[src/rtl/seg7_scan_driver_if.sv]
// ---------------------------------------------------------------------------
// seg7_scan_driver_if
// Bundles the display-facing signals of seg7_scan_driver.
//   en          : display enable (low forces the display dark)
//   din[15:0]   : four BCD digits, din[3:0] = digit 0 (rightmost)
//   dp_in[3:0]  : decimal point per digit, active high
//   seg[7:0]    : shared segment bus, seg[7:1] = a..g, seg[0] = dp
//   dig_sel[3:0]: one-hot digit enable
//   frame_start : one-cycle pulse on the edge that latches a new frame
// Modports: master drives en/din/dp_in, slave (the driver) drives the rest.
// ---------------------------------------------------------------------------
interface seg7_scan_driver_if;
  logic        en;
  logic [15:0] din;
  logic [3:0]  dp_in;
  logic [7:0]  seg;
  logic [3:0]  dig_sel;
  logic        frame_start;

  modport master (
    output en, din, dp_in,
    input  seg, dig_sel, frame_start
  );

  modport slave (
    input  en, din, dp_in,
    output seg, dig_sel, frame_start
  );
endinterface

[src/rtl/seg7_scan_driver.sv]
// ---------------------------------------------------------------------------
// seg7_scan_driver
// Time-multiplexed driver for a 4-digit common-bus 7-segment display.
// Each digit owns a slot of SCAN_DIV cycles: SCAN_DIV-BLANK_CYC cycles lit,
// then BLANK_CYC cycles with everything dark to avoid ghosting. Digit data
// is latched once per frame (at digit 0) so a frame never shows a torn value.
//
// Parameters:
//   SCAN_DIV  : clk cycles per digit slot (2..65535)
//   BLANK_CYC : dead cycles at the end of each slot (1..SCAN_DIV-1)
// Ports:
//   clk : system clock
//   rst : asynchronous, active-high reset
//   bus : seg7_scan_driver_if.slave (en, din, dp_in in; seg, dig_sel,
//         frame_start out, all outputs registered)
// Configuration:
//   SEG7_LZ_SUPPRESS_EN : when defined, leading zeros of the latched frame
//                         are blanked (digit 0 is always shown, dp kept).
// ---------------------------------------------------------------------------
module seg7_scan_driver #(
  parameter int SCAN_DIV  = 12500,
  parameter int BLANK_CYC = 250
) (
  input  logic               clk,
  input  logic               rst,
  seg7_scan_driver_if.slave  bus
);

  // Counter reload values: the counter runs down to 0, so a phase of N
  // cycles is loaded with N-1.
  localparam logic [15:0] ON_LAST    = 16'(SCAN_DIV - BLANK_CYC - 1);
  localparam logic [15:0] BLANK_LAST = 16'(BLANK_CYC - 1);

  typedef enum logic [1:0] {
    S_IDLE,
    S_ON,
    S_BLANK
  } state_t;

  state_t      r_state;
  state_t      w_state_next;
  logic [1:0]  r_idx;
  logic [1:0]  w_idx_next;
  logic [15:0] r_cnt;
  logic [15:0] w_cnt_next;
  logic [15:0] r_din;
  logic [3:0]  r_dp;
  logic [7:0]  r_seg;
  logic [7:0]  w_seg_next;
  logic [3:0]  r_dig_sel;
  logic [3:0]  w_dig_sel_next;
  logic        r_frame_start;
  logic        w_frame_start_next;

  logic        w_latch;   // this edge latches a new frame
  logic        w_show;    // next cycle is a lit ON cycle
  logic [15:0] w_src_din; // frame data the next cycle is rendered from
  logic [3:0]  w_src_dp;
  logic [3:0]  w_blank;   // per-digit leading-zero blanking
  logic [6:0]  w_glyph [4];

  function automatic logic [6:0] f_glyph(input logic [3:0] code);
    logic [6:0] g;
    case (code)
      4'd0:    g = 7'b1111110;
      4'd1:    g = 7'b0110000;
      4'd2:    g = 7'b1101101;
      4'd3:    g = 7'b1111001;
      4'd4:    g = 7'b0110011;
      4'd5:    g = 7'b1011011;
      4'd6:    g = 7'b1011111;
      4'd7:    g = 7'b1110000;
      4'd8:    g = 7'b1111111;
      4'd9:    g = 7'b1111011;
      default: g = 7'b0000000; // codes 10..15 render blank
    endcase
    return g;
  endfunction

  // On a latching edge the outputs for digit 0 must already reflect the new
  // data, so rendering bypasses the frame register in that case.
  assign w_src_din = w_latch ? bus.din   : r_din;
  assign w_src_dp  = w_latch ? bus.dp_in : r_dp;

`ifdef SEG7_LZ_SUPPRESS_EN
  assign w_blank[3] = (w_src_din[15:12] == 4'd0);
  assign w_blank[2] = (w_src_din[11:8]  == 4'd0) && w_blank[3];
  assign w_blank[1] = (w_src_din[7:4]   == 4'd0) && w_blank[2];
  assign w_blank[0] = 1'b0;
`else
  assign w_blank = 4'b0000;
`endif

  generate
    for (genvar gi = 0; gi < 4; gi++) begin : g_glyph
      assign w_glyph[gi] = w_blank[gi] ? 7'b0000000 : f_glyph(w_src_din[gi*4 +: 4]);
    end
  endgenerate

  // Next-state / control
  always_comb begin
    w_state_next       = r_state;
    w_idx_next         = r_idx;
    w_cnt_next         = r_cnt;
    w_latch            = 1'b0;
    w_show             = 1'b0;
    w_frame_start_next = 1'b0;

    if (!bus.en) begin
      // Disable wins over everything, including a frame wrap on this edge.
      w_state_next = S_IDLE;
      w_idx_next   = 2'd0;
      w_cnt_next   = 16'd0;
    end else begin
      case (r_state)
        S_IDLE: begin
          w_state_next       = S_ON;
          w_idx_next         = 2'd0;
          w_cnt_next         = ON_LAST;
          w_latch            = 1'b1;
          w_frame_start_next = 1'b1;
          w_show             = 1'b1;
        end
        S_ON: begin
          if (r_cnt == 16'd0) begin
            w_state_next = S_BLANK;
            w_cnt_next   = BLANK_LAST;
          end else begin
            w_cnt_next = r_cnt - 16'd1;
            w_show     = 1'b1;
          end
        end
        S_BLANK: begin
          if (r_cnt == 16'd0) begin
            w_state_next = S_ON;
            w_cnt_next   = ON_LAST;
            w_show       = 1'b1;
            if (r_idx == 2'd3) begin
              w_idx_next         = 2'd0;
              w_latch            = 1'b1;
              w_frame_start_next = 1'b1;
            end else begin
              w_idx_next = r_idx + 2'd1;
            end
          end else begin
            w_cnt_next = r_cnt - 16'd1;
          end
        end
        default: begin
          w_state_next = S_IDLE;
          w_idx_next   = 2'd0;
          w_cnt_next   = 16'd0;
        end
      endcase
    end
  end

  // Output decode kept outside the FSM block: the glyph path depends on
  // w_latch, which that block produces.
  assign w_seg_next     = w_show ? {w_glyph[w_idx_next], w_src_dp[w_idx_next]} : 8'h00;
  assign w_dig_sel_next = w_show ? 4'(4'b0001 << w_idx_next) : 4'b0000;

  always_ff @(posedge clk or posedge rst) begin
    if (rst) begin
      r_state       <= S_IDLE;
      r_idx         <= 2'd0;
      r_cnt         <= 16'd0;
      r_din         <= 16'h0000;
      r_dp          <= 4'h0;
      r_seg         <= 8'h00;
      r_dig_sel     <= 4'h0;
      r_frame_start <= 1'b0;
    end else begin
      r_state       <= w_state_next;
      r_idx         <= w_idx_next;
      r_cnt         <= w_cnt_next;
      r_seg         <= w_seg_next;
      r_dig_sel     <= w_dig_sel_next;
      r_frame_start <= w_frame_start_next;
      if (w_latch) begin
        r_din <= bus.din;
        r_dp  <= bus.dp_in;
      end
    end
  end

  assign bus.seg         = r_seg;
  assign bus.dig_sel     = r_dig_sel;
  assign bus.frame_start = r_frame_start;

endmodule

[src/flat_wrapper.sv]
// flat-port wrapper written by rule: the top's interface ports become plain ports
module seg7_scan_driver_flat 
#(
  parameter int SCAN_DIV  = 12500,
  parameter int BLANK_CYC = 250
)
  (clk, rst, bus_en, bus_din, bus_dp_in, bus_seg, bus_dig_sel, bus_frame_start);
  seg7_scan_driver_if bus_i ();
  input  logic clk;
  input  logic rst;
  input wire logic [$bits(bus_i.en)-1:0] bus_en;
  input wire logic [$bits(bus_i.din)-1:0] bus_din;
  input wire logic [$bits(bus_i.dp_in)-1:0] bus_dp_in;
  output wire logic [$bits(bus_i.seg)-1:0] bus_seg;
  output wire logic [$bits(bus_i.dig_sel)-1:0] bus_dig_sel;
  output wire logic [$bits(bus_i.frame_start)-1:0] bus_frame_start;
  assign bus_i.en = bus_en;
  assign bus_i.din = bus_din;
  assign bus_i.dp_in = bus_dp_in;
  assign bus_seg = bus_i.seg;
  assign bus_dig_sel = bus_i.dig_sel;
  assign bus_frame_start = bus_i.frame_start;
  seg7_scan_driver #(.SCAN_DIV(SCAN_DIV), .BLANK_CYC(BLANK_CYC)) u_core (.clk(clk), .rst(rst), .bus(bus_i));
endmodule
[config.mk]
export PLATFORM = sky130hd
export DESIGN_NAME = seg7_scan_driver_flat
export DESIGN_NICKNAME = d
export VERILOG_FILES = /design/src/rtl/seg7_scan_driver_if.sv /design/src/rtl/seg7_scan_driver.sv /design/src/flat_wrapper.sv
export SDC_FILE = /design/constraint.sdc
export NUM_CORES = 1
export LEC_CHECK = 0
export CORE_MARGIN = 2
export CORE_UTILIZATION = 45
export DETAILED_ROUTE_END_ITERATION = 16
export GPL_TIMING_DRIVEN = 1
export HOLD_SLACK_MARGIN = 0.08
export PLACE_DENSITY = 0.63
export SKIP_LAST_GASP = 1
export SLEW_MARGIN = 30
export SYNTH_ARGS = -nofsm -noshare
export SYNTH_HDL_FRONTEND = slang
export SYNTH_SLANG_ARGS = --single-unit
[constraint.sdc]
create_clock -name clk -period 9.4 [get_ports clk]
set_input_delay 1.88 -clock clk [delete_from_list [all_inputs] [get_ports clk]]
set_output_delay 1.88 -clock clk [all_outputs]
set_load 0.01 [all_outputs]
# ---- Yosys cells after proc, flatten, opt, wreduce, memory -nomap -nowiden
# Memory sizes are Yosys's and may differ from the RTL's.
# Cells that the tools add are included.
dict set report classes {
  addsub 2
  n_lt_le_gt_ge 2
  eq_ne 5
  n_shift 1
  mux 29
  n_bitwise 1
  reduce_logical 3
}
# cell count
set op_table {}
lappend op_table {{16-bit 2-to-1 mux} 4}
lappend op_table {{16-bit case mux with 3 select lines} 1}
lappend op_table {{16-bit zero test} 1}
lappend op_table {{16-bit by 1-bit subtractor with 16-bit output, second input constant} 1}
lappend op_table {{7-bit binary-select mux with 2-bit select} 1}
lappend op_table {{7-bit 2-to-1 mux} 2}
lappend op_table {{2-bit 2-to-1 mux} 6}
lappend op_table {{4-bit 2-to-1 mux} 2}
lappend op_table {{8-bit 2-to-1 mux} 1}
lappend op_table {{1-bit 2-to-1 mux} 7}
lappend op_table {{3-bit by 2-bit inequality test with 1-bit output, second input constant} 2}
lappend op_table {{2-bit case mux with 3 select lines} 1}
lappend op_table {{2-bit == test, second input constant} 2}
lappend op_table {{2-bit case mux with 2 select lines} 1}
lappend op_table {{1-bit by 2-bit left shift with 4-bit output, first input constant} 1}
lappend op_table {{3-bit >= comparator, second input constant} 1}
lappend op_table {{2-bit by 3-bit < comparator with 1-bit output, second input constant} 1}
lappend op_table {{2-bit NOT with 3-bit output} 1}
lappend op_table {{1-bit case mux with 3 select lines} 1}
lappend op_table {{2-bit by 1-bit adder with 2-bit output, second input constant} 1}
lappend op_table {{1-bit binary-select mux with 2-bit select} 1}
lappend op_table {{2-bit by 1-bit == test with 1-bit output, second input constant} 1}
lappend op_table {{2-bit zero test} 1}
lappend op_table {{1-bit case mux with 2 select lines} 1}
lappend op_table {{2-bit AND reduction} 1}
dict set report totals {
  register_bits 53
  rom_bits 448
  input_bits 23
  output_inout_bits 13
  elab_cells 55
  n_memories 4
}
# name depth width read_ports rd_clocked_by_memory_dff wr line
set memory_table {}
lappend memory_table {{(name not given)} 16 7 1 0 0 seg7_scan_driver.sv:64} ;# case (code)
lappend memory_table {{(name not given)} 16 7 1 0 0 seg7_scan_driver.sv:64}
lappend memory_table {{(name not given)} 16 7 1 0 0 seg7_scan_driver.sv:64}
lappend memory_table {{(name not given)} 16 7 1 0 0 seg7_scan_driver.sv:64}

# ---- Longest topological paths before layout
# An unclocked memory read counts as a cell.
dict set report logic_depth {
  word_depth 11
  mapped_depth 17
  mapped_depth_nobuf 14
}

# ---- Worst setup path after synthesis
# No wires, ideal clock.
dict set report synth_path {
  path_kind {input to register}
  startpoint {input port bus_en}
  endpoint {register u_core.r_seg[1], in the netlist u_core.bus.seg[1]}
  setup_ns 0.096
  t_arrival_ns 4.157
  required_ns 9.304
  path_slack_ns 5.147
  path_stages 12
  path_buffers 4
  path_cell_list {clkbuf_1 > nand3_1 > o21a_4 > buf_6 > clkbuf_1 > buf_2 > mux2i_1 > inv_1 > ha_1 > a211oi_1 > o22ai_1 > nor4_2}
}
dict set report synth_via {
  elab_chain_len 7
  word_cells_on_any_way 13
  cone_classes {mux (8); bitwise (1); memory (4)}
}
# element line
set synth_lines {}
lappend synth_lines {{from (decl)} flat_wrapper.sv:11} ;# input wire logic [$bits(bus_i.en)-1:0] bus_en;
lappend synth_lines {{1-bit 2-to-1 mux} seg7_scan_driver.sv:109} ;# if (!bus.en) begin
lappend synth_lines {{16-bit 2-to-1 mux} --}
lappend synth_lines {{via u_core.w_src_din[0]} seg7_scan_driver.sv:57} ;# logic [15:0] w_src_din;
lappend synth_lines {{memory read 16 x 7 bit} --}
lappend synth_lines {{7-bit binary-select mux with 2-bit select} seg7_scan_driver.sv:160} ;# assign w_seg_next = w_show ? {w_glyph[w_idx_next], w_src_dp[w_idx_next]} : 8'h00;
lappend synth_lines {{7-bit 2-to-1 mux (not written as such) (2 in a row)} seg7_scan_driver.sv:160}
lappend synth_lines {{8-bit 2-to-1 mux} seg7_scan_driver.sv:160}
lappend synth_lines {{via u_core.w_seg_next[1]} seg7_scan_driver.sv:49} ;# logic [7:0] w_seg_next;
lappend synth_lines {{to (signal assigned)} seg7_scan_driver.sv:177} ;# r_seg <= w_seg_next;
lappend synth_lines {{to (decl)} seg7_scan_driver.sv:48} ;# logic [7:0] r_seg;
# The timed path passes the listed nets, and every way through them passes these cells. The select of a mux whose other input is x is not followed.
# A chain may end at the register's enable or synchronous reset.

# ---- Worst setup path after layout
# Ends and elaborated chain as after synthesis.

==> impl_metrics.json <==
{
  "run_status": "finished, final reports clean",
  "grtUsageTotal_pct": 19.7,
  "die_height_um": 93.3,
  "synth.cell_area_um2": 3590,
  "cts_buffers": 5,
  "largest_net_degree_at_the_start_of_global_routing": 54,
  "yosys_warnings": 0,
  "initial_standard_cell_utilization_of_the_core_pct": 46.4,
  "post_cts.resized_instances": 0,
  "timing.critical_path.required_ns": 9.62,
  "worst_setup_path_startpoint": "bus_en",
  "finalWirelength_um": 8040,
  "final_common_cell": "nor2_1",
  "global_route.peak_usage_layer": "met2",
  "clock_tree_from_tritoncts": "done",
  "met3_usage_pct": 2.98,
  "synth_edf_count": 0,
  "synthArstFlopShare_pct": 100,
  "cpPeakStageDelay_ns": 0.54,
  "port_buffers": 35,
  "drt_drc_violations_left": 0,
  "startpoint_of_the_lowest_slack_register_to_register_path": "u_core.r_cnt[6]",
  "synthesis.nets": 456,
  "antenna_found_initial": 0,
  "finish.net_count": 485,
  "clkTransAtPathRegs_ns": 0.10,
  "clock-root-buffer": "clkbuf_8",
  "area_grow_syn2layout_pct": 13.8,
  "cts.path.max_buffers": 2,
  "globalRoute.totalOverflow": 0,
  "critical_path.startpoint_type": "primary input",
  "netlist_instances": 405,
  "synth-seq-cells": 53,
  "synth_cell_types": 61,
  "global_route.usage.met1_pct": 26.5,
  "hold_path_startpoint": "u_core.r_dp[2]",
  "cts.sink_count": 53,
  "clock_skew_ns": 0.0137,
  "coreArea_um2": 7730,
  "number_of_iterations_in_the_first_detailed_routing_pass": 4,
  "htreeDepth": 2,
  "nFillCells": 736,
  "cellLeakagePower_uw": 0.00182,
  "ir_worst_vdd_v": 0.000114,
  "die_w_um": 93.3,
  "place.gp.congestion": 0.869,
  "synth_seq_area_share_pct": 37.0,
  "pwr_density_cell_nw_per_um2": 288,
  "shortest_clock_period_the_worst_path_allows_after_layout_ns": 4.69,
  "critical_path_buf_inv_count": 3,
  "ctsHoldBuffers": 0,
  "layout_common_cells": "nor2_1, dfrtp_1, nand2_1",
  "wl_per_cell_um": 15.0,
  "timing.critical_path.slowest_stage_cell": "clkdlybuf4s50_1",
  "worstSkewPairLatency_ns": 0.31,
  "cp.arrival_ns": 4.92,
  "place_inst": 529,
  "detailed_place_hpwl_um": 5900,
  "setup_viol_count_final": 0,
  "critical_path.top_delay_family": "buffers and inverters",
  "fraction_of_layout_cells_with_a_size_suffix_above_1_pct": 7.13,
  "groute.layer.met2.usage_pct": 32.4,
  "rows": 32,
  "fmax_mhz": 213,
  "path_cells": "clkdlybuf4s50_1 > nand3_1 > o21a_4 > clkinv_2 > mux2i_1 > clkinv_1 > a211oi_1 > o22ai_1 > nor4_2",
  "drt-initial-drc-count": 196,
  "post_cts_buffers": 0,
  "finish.utilization_pct": 52.8,
  "syn_avg_cell_area_um2": 8.85,
  "period_share_pct": 49.9,
  "max_slew_margin_pct": 54.0,
  "grt_first_pass_wirelength_um": 13600,
  "io_pins": 36,
  "worstMarginPinSlew_ns": 0.691,
  "unrepaired_setup_endpoints_after_global_routing": "no",
  "max-cap-violations": 0,
  "hold_viol": 0,
  "final_cell_count_no_fill": 537,
  "fin_setup_tns_ns": 0,
  "vias_per_cell": 5.51,
  "critPathCaptureType": "register",
  "first_global_vias": 2859,
  "drtAntennaViolNets": 0,
  "path_max_fanout": 30,
  "vias": 2960,
  "dieArea_um2": 8700,
  "maxSlewViolCount": 0,
  "worstHoldPathType": "register to register",
  "crit_type": "primary input to register",
  "num_antenna_cells": 0,
  "synthFlopType": "dfrtp_1"
}
[where the power goes]
group	switching [uW]	internal (uW)	total (uW)
combinational	382	280	661
sequential	71.6	314	386
clock	75.0	52.9	128
[worst min-delay path: cells and delay by family, from the launching register on]
kind             cells  cell delay, ns
flip-flops           1            0.34
AND/OR/NAND/NOR      2            0.11
[metrics by stage]
stage | hold WS, ns | power (uW) | area [um^2] | worst slack, ns
final | 0.477 | 1170 | 4080 | 4.71
after global routing | 0.516 | 1290 | 4080 | 4.47
after CTS | 0.481 | 1180 | 4080 | 4.72
after detailed placement | 0.460 | 1050 | 4000 | 4.41
after global placement | 0.448 | 1040 | 4000 | 4.52
after floorplan | 0.429 | 882 | 3590 | 5.15
[flip-flops by register name, indices dropped and copies added (netlist names)]
name,cells
u_core.bus.seg,8
u_core.r_state,2
u_core.r_din,16
u_core.bus.dig_sel,4
u_core.r_dp,4
u_core.r_idx,2
u_core.bus.frame_start,1
u_core.r_cnt,16
[layout make-up]
cell class	instances	area [um^2]	share of cell area [%]
clock buffer	7	76.3	1.87
clock inverter	1	7.51	0.184
inverter	24	91.3	2.24
multi-input combinational	314	2090	51.3
sequential	53	1330	32.5
tap	102	128	3.13
timing repair buffer	36	358	8.77
[per-layer routing]
layer  part of all wire (%)  vias to the layer above  routed length, um
met4                    1.8                        0                141
met1                     46                     1407               3720
li1                       -                     1467                  -
met3                    3.9                       12                314
met2                     48                       74               3860
met5                      0                        -                  0
[logic make-up after synthesis]
group                      after synthesis  synth area share [%]
adders and majority gates               28                  9.77
muxes                                   27                  8.20
DFF                                     53                  37.0
buffers and inverters                   38                  4.64
and+or+nand+nor                        163                  22.2
AOI/OAI and AO/OA                       84                  15.2
xor gates and xnor gates                12                  2.93
[path summary, 6_finish.rpt]
check / end / slack, ns / cells past startpoint
setup / recovery: u_core.bus.seg[1] / 4.71 / 9
hold / removal: u_core.r_dp[2] / 0.48 / 2
setup reg to reg: u_core.bus.seg[1] / 5.65 / 9
hold reg to reg: u_core.r_dp[2] / 0.48 / 2
max in group asynchronous: u_core.r_dp[2] / 6.86 / 3
min in group asynchronous: u_core.r_cnt[11] / 2.08 / 3
[cell usage after synthesis, drive strengths merged (8+ instances only)]
cell type,n,share of area [%]
a21oi,33,4.8
clkbuf,8,0.84
dfrtp,53,37
ha,28,9.8
inv,22,2.3
mux2i,20,5.8
nand2,46,4.8
nand2b,9,1.6
nor2,55,5.8
nor4,8,1.6
o21ai,18,2.5
xnor2,10,2.4
No activity file was read; power rests on OpenSTA's default activity.
